`src/rtl/note_pkg.sv`:
```
// Shared note codes, types and sample mapping for the mic pitch path.
// Also used by the game controller for its finish sentinel.
package note_pkg;

  localparam int NOTE_BITS = 7;

  typedef logic [NOTE_BITS-1:0] note_t;

  localparam note_t SILENCE_NOTE  = 7'd0;
  localparam note_t NOTE_SENTINEL = 7'h7F;

  typedef enum logic [1:0] {
    SILENT,
    ACQUIRE,
    LOCKED
  } stab_state_t;

  // Quiet samples and the finish sentinel both read as silence.
  function automatic note_t map_sample(
    input note_t n,
    input logic  loud,
    input note_t silence
  );
    return (loud && n != NOTE_SENTINEL) ? n : silence;
  endfunction

endpackage

```
`src/rtl/note_stabilizer_if.sv`:
```
// Raw pitch stream in, debounced note out.
// The master drives the raw side; the stabilizer is the slave.
interface note_stabilizer_if;
  import note_pkg::*;

  note_t raw_note;
  logic  raw_valid;
  logic  raw_loud;
  note_t stable_note;
  logic  note_changed;
  logic  locked;

  modport master (
    output raw_note,
    output raw_valid,
    output raw_loud,
    input  stable_note,
    input  note_changed,
    input  locked
  );

  modport slave (
    input  raw_note,
    input  raw_valid,
    input  raw_loud,
    output stable_note,
    output note_changed,
    output locked
  );

endinterface

```
`src/rtl/timeout_counter.sv`:
```
// Saturating idle counter: clear restarts it, expire_pulse marks
// the single cycle whose edge takes the count to TERM.
module timeout_counter #(
  parameter int unsigned          WIDTH = 24,
  parameter logic [WIDTH-1:0]     TERM  = '1
) (
  input  logic i_clk,
  input  logic i_rst,
  input  logic i_clear,
  output logic o_expired,
  output logic o_expire_pulse
);

  localparam logic [WIDTH-1:0] PRE = TERM - WIDTH'(1);

  logic [WIDTH-1:0] r_cnt;

  always_ff @(posedge i_clk) begin
    if (i_rst) begin
      r_cnt <= '0;
    end else if (i_clear) begin
      r_cnt <= '0;
    end else if (r_cnt != TERM) begin
      r_cnt <= r_cnt + WIDTH'(1);
    end
  end

  assign o_expired      = (r_cnt == TERM);
  assign o_expire_pulse = !i_clear && (r_cnt == PRE);

endmodule

```
`src/rtl/note_stabilizer.sv`:
```
// Debounces the raw detector note into the controller's mic_note,
// with an idle timeout that forces silence.
module note_stabilizer
  import note_pkg::*;
#(
  parameter int unsigned NOTE_BITS    = note_pkg::NOTE_BITS,
  parameter int unsigned STABLE_COUNT = 4,
  parameter logic [23:0] HOLD_CYCLES  = 24'd5_000_000,
  parameter note_t       SILENCE_NOTE = note_pkg::SILENCE_NOTE
) (
  input  logic               clk_in,
  input  logic               rst_in,
  note_stabilizer_if.slave   bus
);

  localparam logic [3:0] SC = 4'(STABLE_COUNT);

  stab_state_t r_state;
  stab_state_t w_state_n;

  logic [NOTE_BITS-1:0] r_cand;
  logic [NOTE_BITS-1:0] r_stable;
  logic [3:0]           r_cnt;
  logic                 r_chg;

  logic [NOTE_BITS-1:0] w_s;
  logic [NOTE_BITS-1:0] w_cand_n;
  logic [NOTE_BITS-1:0] w_stable_n;
  logic [3:0]           w_cnt_n;
  logic [3:0]           w_cnt_inc;
  logic                 w_match;
  logic                 w_sat;
  logic                 w_restart;
  logic                 w_expired;
  logic                 w_expire_pulse;
  logic                 w_timeout;
  logic                 w_locked;

  timeout_counter #(
    .WIDTH (24),
    .TERM  (HOLD_CYCLES - 24'd1)
  ) u_idle (
    .i_clk          (clk_in),
    .i_rst          (rst_in),
    .i_clear        (bus.raw_valid),
    .o_expired      (w_expired),
    .o_expire_pulse (w_expire_pulse)
  );

  // A valid strobe clears the timer, so it always beats the timeout.
  assign w_timeout = w_expire_pulse && !w_expired;

  assign w_s       = map_sample(bus.raw_note, bus.raw_loud, SILENCE_NOTE);
  assign w_match   = (w_s == r_cand);
  assign w_cnt_inc = (r_cnt >= SC) ? SC : r_cnt + 4'd1;

  always_comb begin
    w_cand_n = r_cand;
    w_cnt_n  = r_cnt;
    if (w_timeout) begin
      w_cand_n = SILENCE_NOTE;
      w_cnt_n  = 4'd0;
    end else if (bus.raw_valid) begin
      if (w_match) begin
        w_cnt_n = w_cnt_inc;
      end else begin
        w_cand_n = w_s;
        w_cnt_n  = 4'd1;
      end
    end
  end

  assign w_sat     = bus.raw_valid && (w_cnt_n == SC);
  assign w_restart = bus.raw_valid && !w_match;

  always_comb begin
    w_stable_n = r_stable;
    if (w_timeout) begin
      w_stable_n = SILENCE_NOTE;
    end else if (w_sat) begin
      w_stable_n = w_cand_n;
    end
  end

  always_ff @(posedge clk_in) begin
    if (rst_in) begin
      r_cand   <= SILENCE_NOTE;
      r_cnt    <= 4'd0;
      r_stable <= SILENCE_NOTE;
      r_chg    <= 1'b0;
    end else begin
      r_cand   <= w_cand_n;
      r_cnt    <= w_cnt_n;
      r_stable <= w_stable_n;
      r_chg    <= (w_stable_n != r_stable);
    end
  end

  always_ff @(posedge clk_in) begin
    if (rst_in) begin
      r_state <= SILENT;
    end else begin
      r_state <= w_state_n;
    end
  end

  always_comb begin
    w_state_n = r_state;
    unique case (1'b1)
      w_timeout: w_state_n = SILENT;
      w_sat: begin
        w_state_n = (w_cand_n == SILENCE_NOTE) ? SILENT : LOCKED;
      end
      w_restart: w_state_n = ACQUIRE;
      default: ;
    endcase
  end

  always_comb begin
    w_locked = (r_state == LOCKED);
  end

  assign bus.stable_note  = r_stable;
  assign bus.note_changed = r_chg;
  assign bus.locked       = w_locked;

endmodule

```
`src/flat_wrapper.sv`:
```
// flat-port wrapper written by rule: the top's interface ports become plain ports
module note_stabilizer_flat import note_pkg::*;
#(
  parameter int unsigned NOTE_BITS    = note_pkg::NOTE_BITS,
  parameter int unsigned STABLE_COUNT = 4,
  parameter logic [23:0] HOLD_CYCLES  = 24'd5_000_000,
  parameter note_t       SILENCE_NOTE = note_pkg::SILENCE_NOTE
)
  (clk_in, rst_in, bus_raw_note, bus_raw_valid, bus_raw_loud, bus_stable_note, bus_note_changed, bus_locked);
  note_stabilizer_if bus_i ();
  input  logic clk_in;
  input  logic rst_in;
  input wire logic [$bits(bus_i.raw_note)-1:0] bus_raw_note;
  input wire logic [$bits(bus_i.raw_valid)-1:0] bus_raw_valid;
  input wire logic [$bits(bus_i.raw_loud)-1:0] bus_raw_loud;
  output wire logic [$bits(bus_i.stable_note)-1:0] bus_stable_note;
  output wire logic [$bits(bus_i.note_changed)-1:0] bus_note_changed;
  output wire logic [$bits(bus_i.locked)-1:0] bus_locked;
  assign bus_i.raw_note = bus_raw_note;
  assign bus_i.raw_valid = bus_raw_valid;
  assign bus_i.raw_loud = bus_raw_loud;
  assign bus_stable_note = bus_i.stable_note;
  assign bus_note_changed = bus_i.note_changed;
  assign bus_locked = bus_i.locked;
  note_stabilizer #(.NOTE_BITS(NOTE_BITS), .STABLE_COUNT(STABLE_COUNT), .HOLD_CYCLES(HOLD_CYCLES), .SILENCE_NOTE(SILENCE_NOTE)) u_core (.clk_in(clk_in), .rst_in(rst_in), .bus(bus_i));
endmodule
```
`config.mk`:
```
export PLATFORM = sky130hd
export DESIGN_NAME = note_stabilizer_flat
export DESIGN_NICKNAME = d
export VERILOG_FILES = /design/src/rtl/note_pkg.sv /design/src/rtl/note_stabilizer_if.sv /design/src/rtl/timeout_counter.sv /design/src/rtl/note_stabilizer.sv /design/src/flat_wrapper.sv
export SDC_FILE = /design/constraint.sdc
export NUM_CORES = 1
export LEC_CHECK = 0
export BUFFER_PORTS_ARGS = -buffer_cell sky130_fd_sc_hd__buf_2
export CORE_UTILIZATION = 45
export DETAILED_ROUTE_END_ITERATION = 7
export PLACE_DENSITY = 0.67
export SLEW_MARGIN = 20
export SYNTH_ARGS = -nofsm -noshare
export SYNTH_HDL_FRONTEND = slang
export SYNTH_SLANG_ARGS = --single-unit
```
`constraint.sdc`:
```
create_clock -name clk_in -period 2.6 [get_ports clk_in]
set_clock_uncertainty 0.15 [all_clocks]
set_input_delay 0.26 -clock clk_in [delete_from_list [all_inputs] [get_ports clk_in]]
set_output_delay 0.26 -clock clk_in [all_outputs]
set_load 0.005 [all_outputs]
```
-- Yosys cells after proc, flatten, opt, wreduce, memory -nomap -nowiden
Cells that the tools add are included.
- bits in read-only memories: 0
- memories kept: 0
- input bits: 11
- logic and storage cells: 40
- bits in latches: 0
- RAM bits: 0
- flip-flop bits (word level): 45
- output and inout port bits: 9
- eq/ne operators: 8
- shift operators: 0
- $mul: 0
- reduce and logical (&&, ||, !) cells: 11
- bitwise operators: 0
- div/mod/pow operators: 0
- $lt $le $gt $ge: 1
- add/subtract/negate cells: 2
- mux-type cells: 12
- operators with widths (cell ; count):
    equality test 24 x 23 -> 1 bit (second input constant) ; 2
    2-to-1 mux 7 bit ; 6
    adder 24 x 1 -> 24 bit (second input constant) ; 1
    != test 24 x 23 -> 1 bit (second input constant) ; 1
    2-to-1 mux 4 bit ; 4
    equality test 7 bit ; 1
    zero test 7 bit ; 1
    != test 7 bit ; 1
    != test 7 bit (second input constant) ; 1
    case mux 2 bit (3 select lines) ; 1
    logical AND 1 bit ; 5
    adder 4 x 1 -> 4 bit (second input constant) ; 1
    equality test 4 x 3 -> 1 bit (second input constant) ; 1
    greater-or-equal comparator 4 x 3 -> 1 bit (second input constant) ; 1
    zero test 1 bit ; 3
    nonzero test 3 bit ; 1
    equality test 2 bit (second input constant) ; 1
    2-to-1 mux 2 bit ; 1
    OR reduction 2 bit ; 1

-- Depth between registers and ports, before layout
Gate-level depths: netlist of run 1.
- depth in word-level cells: 12
- gate-level depth with buffers: 10
- mapped depth without buffers: 9

-- By module
From an unflattened synthesis of run 1, not the netlist that was laid out.
- cell total of the unflattened synthesis: 311
- area total of the unflattened synthesis: 2524.9 um^2
- by module, submodules not included (module ; area each (um^2) ; seq. area each (um^2) ; cells an instance ; instances):
    note_stabilizer ; 1318.8 ; 420.4 ; 169 ; 1
    timeout_counter ; 1206.2 ; 480.5 ; 142 ; 1

-- Least setup slack after synthesis of run 1
Ideal clock, no wire load.
- path kind: register -> register
- start: reg u_core.r_cand[6]
- end: reg u_core.r_chg (netlist: u_core.bus.note_changed)
- required time: 2318 ps
- period minus slack after synthesis: 2832 ps
- data arrival time: 2550 ps
- slack: -232 ps
- library setup time: 132 ps
- cell stages (with the launch flop): 9
- buffers on the path: 0
- cells stage by stage: dfxtp_1 nor2b_1 a2111o_1 a2111o_1 o31ai_4 mux2_4 a32o_1 o31ai_2 a21oi_1
- longest elaborated chain between the ends: 9
- elaborated cells between the ends (all ways): 12
- classes of those cells: 3 x eq/ne; 8 x mux; 1 x reduce/logical
- ends and longest elaborated chain (what ; line ; RTL):
    start: declaration ; note_stabilizer.sv:21 ; logic [NOTE_BITS-1:0] r_cand;
    start signal: assignment ; note_stabilizer.sv:92 ; r_cand <= w_cand_n;
    equality test 7 bit ; note_stabilizer.sv:54 ; assign w_match = (w_s == r_cand);
    2-to-1 mux 4 bit ; note_stabilizer.sv:64 ; if (w_match) begin
    2-to-1 mux 4 bit ; note_stabilizer.sv:63 ; end else if (bus.raw_valid) begin
    2-to-1 mux 4 bit ; note_stabilizer.sv:60 ; if (w_timeout) begin
    equality test 4 x 3 -> 1 bit ; note_stabilizer.sv:73 ; assign w_sat = bus.raw_valid && (w_cnt_n == SC);
    logical AND 1 bit ; note_stabilizer.sv:73 ;
    2-to-1 mux 7 bit * ; note_stabilizer.sv:80 ; end else if (w_sat) begin
    2-to-1 mux 7 bit * ; note_stabilizer.sv:78 ; if (w_timeout) begin
    != test 7 bit * ; note_stabilizer.sv:95 ; r_chg <= (w_stable_n != r_stable);
    end signal: assignment ; note_stabilizer.sv:95 ;
    end: declaration ; note_stabilizer.sv:24 ; logic r_chg;
Mark *: on every way between the ends. The rest lies on a longest branch, timed or not.
A chain may end at the register's enable or synchronous reset.

-- Final worst setup path of run 1
- start: reg u_core.r_cand[2]
- end: reg u_core.r_chg (netlist: u_core.bus.note_changed)
Same word-level chain as after synthesis.

==> metrics.txt, run 1 <==
Max Slew Vio Count 0; routed len/inst 14.4 um; Area growth, synth to finish 35.3%; DIE AREA 5980 um2; CTS Buf Count 5; RSZ-0062 raised after global routing yes; Vias 2595; P_leak 1.36 nW; maxcap violations 0; fmax 368 MHz; Synth Area in Compound Gates 20.0%; PortBufs 19; total core area 5470 um2; starting density of the core 46.7%; detailed placement HPWL 5090 um; Min-Delay Path Class in2reg; Critical Path End Type flip-flop; switching share of power 23.2%; syn nets 326; Int Power 1.19 mW; DRT Wirelength 6750 um; pwr dens 448 nW/um2; worst rel slew slack 58.0%; Die Width 77.3 um; fin cells 469; first-pass GRT wire length 11300 um; Seq pwr share 45.7%; synthesized cell area 2550 um2; final count of negative-setup-slack endpoints 4; Mapped Cells 312; Post-synth EDFFs 0; Synthesis Warnings 0; hold_buf cts 0; H-Tree Depth 2; Final min period 2.72 ns; FF-to-FF End u_core.bus.note_changed; logic gate share of total power 14.3%; Fin. Hold Viols 0; area of the multi-input gates 1640 um2; Psw 0.360 mW; hold-critical path depth 2; Post-Synth Simple-Gate Area 30.7%; failing checks setup timing; Yosys top cell by area dfxtp_1; synth top area cells dfxtp_1 (35%), nor2_1 (5.7%), xor2_1 (5.1%); Net count, final 410; clock network fraction of total power 40.0%; initial antenna violation count 0; clock slew at reported path FFs 0.09 ns; outcome finished, violations left; Antenna Cells 0; library cells used by synthesis 58; final routed DRC violation total 0; DR iter-0 viols 200; clk buf depth 2; worst setup path end u_core.bus.note_changed; io pins 20; Post-synth top flop dfxtp_1; Seq cells post-synth 45; post-synthesis mux area share 1.96%; Post-Synth Adder-Cell Area 1.47%; DR vias/cell 5.53; WP data required 2.64 ns; layout cell share with drive strength beyond 1 32.0%; fillers 496; crit path launch type flip-flop; TritonCTS clock tree yes; Post-DRT Antenna Nets 0; Critical R2R Launch u_core.r_cand[2]; Min-Delay Startpoint rst_in; Pre-antenna DRT Iters 4; clock latency on the worst-skew pair 0.30 ns; register-to-register path setup slack -0.12 ns; Least-Margin Pin Slew 0.624 ns; row cnt 27; WS Path Type reg2reg; FFs w/ async S/R, synth 0%; final worst setup slack -0.118 ns; sequential area share after synthesis 35.3%; CTS Sinks 45; Min Hold Slack 0.157 ns; crit path from u_core.r_cand[2]; critical path data arrival time 2.75 ns; maximum VDD drop 427 uV; Final period util 105%; R2R depth 9; CTS root buffer clkbuf_8; vias in the first global route 2522; pin count of the biggest net entering global routing 26; Total GRT Usage 23.6%; Congestion Overflow GR 0; Die H 77.3 um; Synth top area share 35.3%; Cells after DPL 456; XOR/XNOR share of the synthesized area 6.86%; CP Max Fanout 4; Mapped Avg Cell Area 8.18 um2; gp weighted congestion 0.870; main combinational cell family by area after synthesis simple AND/OR/NAND/NOR gates; Sequential Area 910 um2
==> cell usage after synthesis (4+ instances only) <==
| library cell | instances |
|---|---|
| a31oi_1 | 4 |
| xnor2_1 | 5 |
| or4_1 | 4 |
| clkbuf_1 | 9 |
| xor2_1 | 15 |
| nor2b_1 | 6 |
| or3_1 | 8 |
| inv_1 | 10 |
| nand2_1 | 27 |
| buf_2 | 4 |
| nand4_1 | 9 |
| a21oi_1 | 13 |
| a211oi_1 | 9 |
| nor3_1 | 9 |
| and3_1 | 4 |
| and4_1 | 5 |
| nor2_1 | 39 |
| o21ai_0 | 12 |
| dfxtp_1 | 45 |
| nand3_1 | 11 |
| nand2b_1 | 8 |
==> cell type report <==
class | count | area share [%]
multi-input combinational | 243 | 47.4
sequential | 45 | 26.3
timing repair buffer | 90 | 18.6
tap | 72 | 2.61
clock buffer | 5 | 1.99
clock inverter | 3 | 1.88
inverter | 11 | 1.20
==> cell families (layout without fill, tap and decap cells) <==
group                      Yosys count  count (layout)
DFF                                 45              45
AOI/OAI and AO/OA                   68              68
adders and majority gates            3               3
xor gates and xnor gates            20              20
buffers and inverters               24             109
and+or+nand+nor                    148             148
muxes                                4               4
==> worst min-delay path by stage <==
stage,endpoint,slack (ns)
floorplan,u_core.r_cand[2],0.18
global placement,u_core.r_state[0],0.30
detailed placement,u_core.r_state[0],0.31
CTS,u_core.r_cand[4],0.15
global route,u_core.r_cand[4],0.17
finish,u_core.r_cand[4],0.16
==> per-layer routing <==
| layer | track usage, % | wire [um] | share of wire [%] | vias up |
|---|---|---|---|---|
| li1 | - | - | - | 1305 |
| met1 | 30.5 | 3240 | 48 | 1226 |
| met2 | 38.3 | 3140 | 47 | 51 |
| met3 | 4.35 | 225 | 3.3 | 13 |
| met4 | 10.6 | 141 | 2.1 | 0 |
| met5 | 0 | 0 | 0 | - |
==> state kept, by name, indices dropped and copies added, names as in the netlist <==
name and flops:
u_core.u_idle.r_cnt 24, u_core.r_cand 7, u_core.bus.note_changed 1, u_core.r_state 2, u_core.r_cnt 4, u_core.bus.stable_note 7
==> critical path, stage by stage (launching register included) <==
cell and delay [ns]:
dfxtp_4 0.38, nor2b_1 0.05, a2111o_1 0.39, buf_6 0.14, a2111oi_4 0.31, a21oi_1 0.11, a211o_1 0.27, or4_4 0.53
o31ai_2 0.18, a21oi_1 0.09
==> stage by stage <==
step / cell area, um2 / setup slack [ns] / setup TNS, ns / utilization, % / power [mW]
2_1_floorplan: 2570 / -0.0796 / -0.0796 / - / 0.829
3_3_place_gp: 3190 / -0.220 / -0.372 / 58.3 / 0.912
4_1_cts: 3400 / -0.125 / -0.390 / 62.1 / 1.55
6_report: 3450 / -0.118 / -0.208 / 63.1 / 1.55
5_1_grt: 3450 / -0.187 / -0.629 / 63.1 / 1.61
3_5_place_dp: 3190 / -0.251 / -0.698 / 58.3 / 0.915
==> power by group through the flow <==
stage                     clock network (mW)  registers (mW)  logic [mW]
after global routing                   0.658           0.708       0.240
after detailed placement                   0           0.723       0.192
final                                  0.620           0.707       0.221
after CTS                              0.636           0.707       0.210
after floorplan                            0           0.721       0.108
after global placement                     0           0.722       0.189
==> cell usage in the layout (no fill, tap or decap), drive strengths merged, types with 9 or more instances in the layout <==
cell type and count:
a211oi 9, a21oi 13, buf 90, dfxtp 45, inv 10, nand2 27, nand3 11, nand4 9
nor2 39, nor3 10, o21ai 12, xor2 15
==> timing repair <==
item / CTS / global route
resized for setup: 13 / 9
pin swaps: 12 / 4
setup endpoints to repair: 5 / 10
buffers inserted: 4 / 1
Note: power is estimated with default switching activity, not from simulation.
==> inputs of run 2 (changes only) <==
- CELL_PAD_IN_SITES_DETAIL_PLACEMENT: default -> 0
- CELL_PAD_IN_SITES_GLOBAL_PLACEMENT: default -> 2
- CORE_UTILIZATION: 45 -> 32
- PLACE_DENSITY: 0.67 -> 0.76
==> metrics.txt, run 2 (synthesized netlist as in run 1, its figures left out) <==
Final period util 108%; final worst setup slack -0.199 ns; Top reg by flops u_core.u_idle.r_cnt; DR vias/cell 5.14; Tot Pwr 1.57 mW; Final min period 2.80 ns; Vias 2604; Antenna Cells 0; row cnt 32; Least-Margin Pin Slew 0.570 ns; Min-Delay Path Class in2reg; placed cell areas 3270 um2; Fin. Hold Viols 0; Congestion Overflow GR 0; failing checks setup timing; max reg flops 24; DIE AREA 8340 um2; routed len/inst 14.6 um; worst rel slew slack 61.9%; leading cell type in the layout, fill and taps excluded buf_4; PortBufs 19; maximum VDD drop 246 uV; maxcap violations 0; crit path launch type flip-flop; DR iter-0 viols 114; Net count, final 418; commonest cells after routing, fill and taps aside buf_4 (71), dfxtp_1 (39), nor2_1 (38), nand2_1 (25), buf_2 (19); critical path data arrival time 2.83 ns; Post-DRT Antenna Nets 0; pwr dens 438 nW/um2; pin count of the biggest net entering global routing 26; final count of negative-setup-slack endpoints 4; Pre-antenna DRT Iters 4; DRT Wirelength 7400 um; WS Path Type reg2reg; Max Slew Vio Count 0; vias in the first global route 2543; fmax 357 MHz; Critical Path End Type flip-flop; Total GRT Usage 18.3%; register-to-register path setup slack -0.20 ns; outcome finished, violations left; gp weighted congestion 0.829; detailed placement HPWL 5450 um; P_leak 1.40 nW; final routed DRC violation total 0; total core area 7730 um2; clock slew at reported path FFs 0.09 ns; RSZ-0062 raised after global routing yes; hold_buf cts 0; CTS Buf Count 5; clock latency on the worst-skew pair 0.30 ns; Area growth, synth to finish 40.7%; fin area 3590 um2; Die H 91.3 um; TritonCTS clock tree yes; initial antenna violation count 0; Die Width 91.3 um; CP Max Fanout 4; H-Tree Depth 2; CTS Sinks 45; io pins 20; WP data required 2.64 ns; clk buf depth 2; starting density of the core 33.0%; CTS root buffer clkbuf_8; layout cell share with drive strength beyond 1 34.3%; first-pass GRT wire length 12300 um
[run 2: area by class of cell]
cell class,count,area [um2]
Tap cell,102,128
Multi-Input combinational cell,243,1660
Clock buffer,5,68.8
Fill cell,740,4140
Clock inverter,3,65.1
Sequential cell,45,911
Timing Repair Buffer,98,718
Inverter,11,41.3
[run 2: through the flow]
stage / hold WS, ns / setup WS, ns / setup TNS, ns / std cells / utilization [%]
5_1_grt: 0.176 / -0.346 / -0.989 / 507 / 46.5
4_1_cts: 0.163 / -0.148 / -0.273 / 500 / 44.5
6_report: 0.178 / -0.199 / -0.361 / 507 / 46.5
3_5_place_dp: 0.298 / -0.312 / -0.644 / 492 / 42.3
3_3_place_gp: 0.296 / -0.278 / -0.490 / 492 / 42.3
2_1_floorplan: 0.182 / -0.0796 / -0.0796 / 312 / -
[run 2: power by group]
group	internal [mW]	leakage (nW)	switching (mW)
clock network	0.382	0.0681	0.253
registers	0.698	0.367	0.00893
logic	0.113	0.963	0.120
total	1.19	1.40	0.381
[run 2: critical path, stage by stage (launching register included)]
cell and delay (ns):
dfxtp_4 0.38, nor2b_1 0.05, a2111o_1 0.41, a2111o_1 0.45, o31ai_4 0.31, mux2_4 0.34
a32o_1 0.27, o31ai_4 0.24, a21oi_2 0.08
[run 2: repair_timing]
item	in CTS	in global routing
buffers inserted	0	7
pin swaps	5	9
hold endpoints to repair	0	0
endpoints found under the setup margin	7	8
resized for setup	8	26
[run 2: final timing paths]
path | start | to | cells after the start
max | u_core.r_cand[2] | u_core.bus.note_changed | 8
min | rst_in | u_core.r_cand[4] | 2
max reg2reg | u_core.r_cand[2] | u_core.bus.note_changed | 8
min reg2reg | u_core.r_state[0] | u_core.r_state[0] | 2
[run 2: per-layer routing]
layer | track usage [%] | share of wire, % | vias to the layer above
li1 | - | - | 1324
met3 | 2.76 | 3.7 | 4
met1 | 25.7 | 49 | 1220
met5 | 0 | 0 | -
met2 | 29.8 | 47 | 56
met4 | 3.84 | 0.50 | 0
